**config.mk**
```make
export PLATFORM = sky130hd
export DESIGN_NAME = alu_iter
export DESIGN_NICKNAME = d
export VERILOG_FILES = /design/src/rtl/alu_iter.sv
export SDC_FILE = /design/constraint.sdc
export NUM_CORES = 1
export LEC_CHECK = 0
export CAP_MARGIN = 15
export CORE_ASPECT_RATIO = 0.9
export CORE_UTILIZATION = 34
export DETAILED_ROUTE_END_ITERATION = 6
export GPL_TIMING_DRIVEN = 0
export HOLD_SLACK_MARGIN = 0.15
export SLEW_MARGIN = 20
export SYNTH_ARGS = -nofsm -noshare
export SYNTH_HDL_FRONTEND = slang
export SYNTH_SLANG_ARGS = --single-unit
```
**constraint.sdc**
```tcl
create_clock -name clk_i -period 5 [get_ports clk_i]
set_clock_uncertainty 0.05 [all_clocks]
set_input_delay 1.5 -clock clk_i [delete_from_list [all_inputs] [get_ports clk_i]]
set_output_delay 1.5 -clock clk_i [all_outputs]
set_load 0.02 [all_outputs]
```
**src/rtl/alu_iter.sv**
```systemverilog
// alu_iter: multi-cycle ALU with iterative one-bit-per-cycle arithmetic right shift
module alu_iter #(
  parameter int WIDTH = 32,
  parameter int SHW = 5
) (
  input  logic             clk_i,
  input  logic             rst_i,
  input  logic             start_i,
  input  logic [3:0]       ctrl_i,
  input  logic [WIDTH-1:0] src1_i,
  input  logic [WIDTH-1:0] src2_i,
  input  logic [SHW-1:0]   shamt_i,
  output logic [WIDTH-1:0] result_o,
  output logic             zero_o,
  output logic             busy_o,
  output logic             done_o
);
  typedef enum logic [1:0] {IDLE, SHIFT, DONE} state_t;
  state_t state;
  logic [WIDTH-1:0] res_c, sreg, sh_next;
  logic [SHW-1:0] cnt;
  logic zero_c;
  always_comb begin
    res_c = ctrl_i == 4'b0000 ? src1_i & src2_i :
            ctrl_i == 4'b0001 ? src1_i | src2_i :
            ctrl_i == 4'b0010 ? src1_i + src2_i :
            ctrl_i == 4'b0110 ? src1_i - src2_i :
            ctrl_i == 4'b0111 ? WIDTH'($signed(src1_i) < $signed(src2_i)) :
            ctrl_i == 4'b1000 ? src1_i :
            ctrl_i == 4'b1001 ? {src2_i[15:0], {(WIDTH-16){1'b0}}} :
            ctrl_i == 4'b1010 ? src1_i - src2_i : '0;
    zero_c = ctrl_i == 4'b1010 ? |res_c : ~|res_c;
    sh_next = {sreg[WIDTH-1], sreg[WIDTH-1:1]};
  end
  always_ff @(posedge clk_i) begin
    if (rst_i) begin
      state <= IDLE;
      result_o <= '0;
      zero_o <= 1'b0;
      busy_o <= 1'b0;
      done_o <= 1'b0;
      sreg <= '0;
      cnt <= '0;
    end else begin
      case (state)
        IDLE: if (start_i) begin
          if (ctrl_i == 4'b1000 && shamt_i != '0) begin
            sreg <= src1_i;
            cnt <= shamt_i;
            busy_o <= 1'b1;
            state <= SHIFT;
          end else begin
            result_o <= res_c;
            zero_o <= zero_c;
            done_o <= 1'b1;
            state <= DONE;
          end
        end
        SHIFT: begin
          sreg <= sh_next;
          cnt <= cnt - 1'b1;
          if (cnt == SHW'(1)) begin
            result_o <= sh_next;
            zero_o <= ~|sh_next;
            busy_o <= 1'b0;
            done_o <= 1'b1;
            state <= DONE;
          end
        end
        default: begin
          done_o <= 1'b0;
          state <= IDLE;
        end
      endcase
    end
  end
endmodule

```
==> reports/results.ini, run 1 <==
[die]
die_area_um2=28600
coreArea_um2=27200
fp-row-count=57
pin_count=111
die_h_um=161
start_util_pct=34.9
die_w_um=178

[worst_hold_path]
hold_depth=2
min_from=result_o[6]
hp-class=flip-flop to flip-flop

[critical_path]
ff2ff_setup_slack_ps=1820
cpMaxStageDelayCell=clkdlybuf4s50_1
slowest_delay_ps=580
crit_chain=clkdlybuf4s50_1 -> clkbuf_1 -> buf_2 -> buf_2 -> buf_2 -> nand2_1 -> o211ai_1 -> nand3_1 -> nor4_1 -> nand4_1 -> nor4_2 -> mux2i_1 -> nand2_1
r2r_end=result_o[27]
end_kind=flip-flop
reg2reg_depth=8
endpoint=zero_o
cp_data_arrival_time_ps=5290
critPathMostFrequentCell=buf_2
cp.required_ps=5170
crit_type=primary input to flip-flop
r2r-start=state[1]
worst_setup_path_start_kind=primary input
startpoint=ctrl_i[0]
critical_path.max_fanout=10

[place]
dp_slack_ps=-1380
place_inst=1885
dp_hpwl_um=37200
numPortBuffers=108
place_area_um2=11000
place_congestion=1.02

[timing]
fmax_mhz=196
report.final.slew_viol_count=0
worstMarginPinSlew_ps=970
period_needed_ps=5110
hold_viol=0
setup_viol=1
rsz0062_at_grt=true
fin_crit_sh_pct=102
slew_headroom_pct=35.3
holdWs_ps=409
fin_ws_ps=-114

[final_layout]
syn2layout_area_growth_pct=26.1
nets=1738
drive_gt1_share_pct=10.9
final_util_pct=44.0
final_area_um2=12000
fin_cells=1919

[synthesis]
yosys_warnings=0
synth_top_area_share_pct=15.4
ys_seq_elements=73
synth_edf_count=0
yosys_most_used_dff=dfxtp_1
avgSynthCellArea_um2=6.68
synth-seq-area-share_pct=15.4
synth_top_area_cell=dfxtp_1
synth_area_leaders=dfxtp_1, ha_1, nor2_1
async_flop_share_pct=0
syn_nets=1598
yosysMostFrequentCell=nor2_1
ys_top_cells_by_count=nor2_1, nand2_1, a21oi_1
synthesis.area_um2=9500
ys_types=80
synth_cells=1422

[route]
drt.antenna.violating_nets=0
drc=0
vias=12000
wl_um=46500
drt_pass1_iterations=5
drt_iter0_drc=1552
avgViaCountPerCell=6.23
wl_per_cell_um=24.2

[global_routing]
grt_pass1_vias=11200
grt_use_total_pct=32.3
grt_max_degree=11
grt_pass1_wl_um=69300
antenna_found_initial=0
overflow=0

[clock_network]
root_buffer=clkbuf_16
clkTransAtPathRegs_ps=50
htreeDepth=3
cts_tree=done
cts_sinks=73
clockBufferDepth=2
numCtsBuffers=9
insertion_delay_ps=340

[power_and_ir_drop]
power_density_nw_per_um2=206
vdd_drop_max_mv=0.172
power_leakage_uw=0.00483

[flow_run]
drv_cap=0

[status]
run_status=finished, violations left
violations=negative setup slack

## where the power goes
group	internal (uW)	switching (uW)	total, uW
combinational	456	801	1260
clock	340	234	575
sequential	616	23.1	640
## registers in the layout, indices dropped and copies added, names as in the netlist
register  count
busy_o        1
cnt           5
done_o        1
result_o     32
sreg         31
state         2
zero_o        1
## cell families after synthesis
family,share of synthesized area (%)
XOR/XNOR,2.95
flip-flops,15.4
multiplexers,1.61
adder cells (fa/ha/maj),13.4
buffers and inverters,8.18
AO/OA/AOI/OAI,33.1
AND/OR/NAND/NOR,25.4
## cell type report
| class | instances | area (um^2) |
|---|---|---|
| Antenna cell | 1 | 2.50 |
| Buffer | 92 | 422 |
| Clock buffer | 12 | 246 |
| Clock inverter | 1 | 5.00 |
| Fill cell | 2927 | 15300 |
| Inverter | 101 | 379 |
| Multi-Input combinational cell | 1154 | 7810 |
| Sequential cell | 73 | 1460 |
| Tap cell | 354 | 443 |
| Timing Repair Buffer | 131 | 1210 |
## how the worst min path moves through the flow
stage	end	slack, ps
detailed placement	result_o[6]	400
floorplan	sreg[30]	420
global placement	result_o[8]	400
finish	result_o[6]	410
CTS	result_o[6]	410
global route	result_o[8]	430
## worst max-delay path, delay by kind of cell
kind	cells	cell delay, ps
muxes	1	220
and+or+nand+nor	6	1310
AOI/OAI and AO/OA	1	90
buffers and inverters	5	2160
## per-stage QoR
step           total power, uW  setup TNS, ps
6_report                  2470           -114
5_1_grt                   2590           -200
4_1_cts                   2410              0
3_5_place_dp              1760         -12940
3_3_place_gp              1750         -12850
2_1_floorplan             1340              0
## routing by layer
metal  global-route usage [%]  wire [um]  vias to the layer above
met5                        0          0                        -
met4                     12.5       2010                        0
met3                     6.42       5430                      126
met2                     45.4      18700                      764
met1                     47.5      20400                     5663
li1                         -          -                     5411
## repair_timing
action / 4_1_cts / 5_1_grt
setup endpoints to repair: 20 / 15
pin swaps: 28 / 16
setup buffers: 19 / 3
gates resized for setup: 143 / 39
hold endpoints to repair: 0 / 0
hold buffers: 0 / 0
## cell usage in the layout (no fill, tap or decap), types with 10 or more instances in the layout
cell type / synthesis / layout
nand4_1: 17 / 17
a211oi_1: 14 / 12
nand2_1: 187 / 186
nor2b_1: 14 / 13
clkbuf_1: 65 / 55
a311oi_1: 44 / 43
dfxtp_1: 73 / 73
o211ai_1: 14 / 14
nor4_1: 26 / 19
clkbuf_2: 0 / 12
nor3_1: 36 / 32
nor2_1: 188 / 181
o21ai_0: 93 / 87
a21o_1: 18 / 18
xnor2_1: 22 / 22
nand3_1: 13 / 13
mux2i_1: 13 / 13
o31ai_1: 15 / 11
o22ai_1: 11 / 11
dlygate4sd2_1: 0 / 31
buf_4: 1 / 29
clkdlybuf4s50_1: 0 / 66
a21oi_1: 135 / 127
o21ai_1: 10 / 11
inv_1: 99 / 99
buf_2: 21 / 16
ha_1: 98 / 92
xor2_1: 10 / 10
or3_1: 11 / 11
No activity file was read; power rests on OpenSTA's default activity.
==> inputs of run 2 (changes only) <==
--- a/config.mk
+++ b/config.mk
@@ -5,7 +5,8 @@
 export SDC_FILE = /design/constraint.sdc
 export NUM_CORES = 1
 export LEC_CHECK = 0
-export CAP_MARGIN = 15
+export ABC_AREA = 1
+export CAP_MARGIN = 20
 export CORE_ASPECT_RATIO = 0.9
 export CORE_UTILIZATION = 34
 export DETAILED_ROUTE_END_ITERATION = 6
==> constraint.sdc (replaced) <==
create_clock -name clk_i -period 4.3 [get_ports clk_i]
set_clock_uncertainty 0.05 [all_clocks]
set_input_delay 1.29 -clock clk_i [delete_from_list [all_inputs] [get_ports clk_i]]
set_output_delay 1.29 -clock clk_i [all_outputs]
set_load 0.02 [all_outputs]
==> run 2 against run 1 <==
Compared with the run above:
- the run ends with design-rule violations left
- clock-buffer cell count grew 1
- final area is 0.49% higher
- register-to-register slack got worse by 270 ps
- critical path depth up 8
- critical endpoint unchanged
- largest power group unchanged
==> reports/results.ini, run 2 <==
[timing]
fin_crit_sh_pct=97.9
holdWs_ps=414
fmax_mhz=238
setup_viol=0
slew_headroom_pct=39.5
hold_viol=0
report.final.slew_viol_count=0
worstMarginPinSlew_ps=907
fin_ws_ps=90.6
rsz0062_at_grt=true
period_needed_ps=4210

[synthesis]
ys_seq_elements=73
synth-seq-area-share_pct=15.1
yosys_most_used_dff=dfxtp_1
yosys_warnings=0
syn_nets=1861
synth_top_area_cell=nand2_1
synth_top_area_share_pct=17.0
synth_area_leaders=nand2_1, dfxtp_1, ha_1
avgSynthCellArea_um2=5.73
async_flop_share_pct=0
yosysMostFrequentCell=nand2_1
synth_xor_area_share_pct=0.544
synth_edf_count=0
synth_top_family_by_area=simple AND/OR/NAND/NOR gates
synth_adder_area_share_pct=13.1
ys_types=48
yosys.area_share.simple_pct=37.3
synth-compound-area-share_pct=21.0
synth.mux.area_fraction_pct=0
synth_cells=1685
ys_top_cells_by_count=nand2_1, inv_1, nor2_1
synthesis.area_um2=9660

[global_routing]
grt_pass1_vias=10800
grt_pass1_wl_um=65500
grt_max_degree=12
antenna_found_initial=0
overflow=0
grt_use_total_pct=29.8

[critical_path]
critical_path.max_fanout=7
worst_setup_path_start_kind=primary input
cp_data_arrival_time_ps=4440
end_kind=flip-flop
crit_type=primary input to flip-flop
startpoint=src2_i[7]
cp.required_ps=4530
r2r-start=state[0]

[route]
drt_pass1_iterations=7
drt.antenna.violating_nets=0
drt_iter0_drc=1210
wl_per_cell_um=20.2
avgViaCountPerCell=5.45
drc=10
vias=11900
wl_um=44100

[worst_hold_path]
hp-class=flip-flop to flip-flop
min_from=done_o

[power_and_ir_drop]
power_leakage_uw=0.00583
power_density_nw_per_um2=237
vdd_drop_max_mv=0.189

[die]
die_w_um=180
coreArea_um2=27900
fp-row-count=58
start_util_pct=34.6
die_h_um=162
die_area_um2=29100
pin_count=111

[clock_network]
numCtsBuffers=9
clockBufferDepth=2
cts_tree=done
hold_buffers=0
clkTransAtPathRegs_ps=60
htreeDepth=3
insertion_delay_ps=340
root_buffer=clkbuf_16
cts_sinks=73

[final_layout]
drive_gt1_share_pct=12.9
reg_top3=result_o (32), sreg (31), cnt (5)
nets=1991
insertedDiodeCount=0
layout_common_cells=nand2_1, inv_1, nor2_1
largest_reg_flops=32
final_common_cell=nand2_1
syn2layout_area_growth_pct=24.7
largest-register=result_o

[place]
numPortBuffers=109
dp_slack_ps=-714
place_congestion=0.991
dp_hpwl_um=36500

[status]
violations=design-rule violations
run_status=finished, violations left

[flow_run]
drv_cap=0

run 2: stage by stage:
stage | util (%) | instance area (um^2) | TNS [ps] | std cells | power [uW]
2_1_floorplan | - | 9660 | 0 | 1685 | 1530
3_3_place_gp | 40.1 | 11200 | -3240 | 2154 | 2020
3_5_place_dp | 40.1 | 11200 | -3050 | 2154 | 2020
4_1_cts | 41.5 | 11600 | 0 | 2170 | 2750
5_1_grt | 43.1 | 12000 | -66.5 | 2179 | 3000
6_report | 43.1 | 12000 | 0 | 2179 | 2850
run 2: cell families after synthesis:
logic type / after synthesis
and+or+nand+nor: 835
xor gates and xnor gates: 6
DFF: 73
AOI/OAI and AO/OA: 359
buffers and inverters: 312
adders and majority gates: 100
run 2: critical path, stage by stage:
cell and delay, ps:
clkdlybuf4s50_1 530, inv_1 110, ha_2 430, nand2_1 140, nor2_1 190, nand2_1 90
nand2_2 140, nand2_1 90, nand3_2 140, nand4_1 170, nand2_1 100, nand2_1 50
nand3_1 70, nand4_1 180, nor2_1 130, nand2_1 100, nor2_4 150, nand3_1 90
nand2_1 80, nand3_2 60, a21oi_2 100
run 2: final cells by class:
cell class | count | area (um^2)
fillers | 3077 | 15900
repair buffers | 119 | 1170
clock buffers | 13 | 270
flip-flops and latches | 73 | 1460
multi-input cells | 1300 | 7380
inverters | 244 | 922
clock inverters | 2 | 12.5
well taps | 360 | 450
plain buffers | 68 | 374
run 2: timing repair:
| item | CTS | global route |
|---|---|---|
| pin swaps | 4 | 20 |
| setup endpoints to repair | 2 | 11 |
| setup buffers | 1 | 9 |
| gates cloned | 0 | 0 |
| resized for setup | 61 | 124 |
run 2: where the power goes:
| part | total, uW | switching (uW) | internal, uW | leakage [uW] |
|---|---|---|---|---|
| combinational | 1360 | 890 | 471 | 0.00510 |
| sequential | 766 | 34.8 | 731 | 0.000597 |
| clock | 722 | 288 | 434 | 0.000138 |
run 2: metal layers:
layer	routed length, um	track usage (%)
met1	20500	41.9
met2	18900	47.1
met3	3340	3.86
met4	1360	9.09
met5	0	0
run 2: path summary, 6_finish.rpt:
| check | to | slack (ps) | cells past startpoint |
|---|---|---|---|
| min reg2reg | done_o | 410 | 2 |
| max reg2reg | result_o[0] | 1550 | 12 |
| min | done_o | 410 | 2 |
| max | zero_o | 90 | 21 |
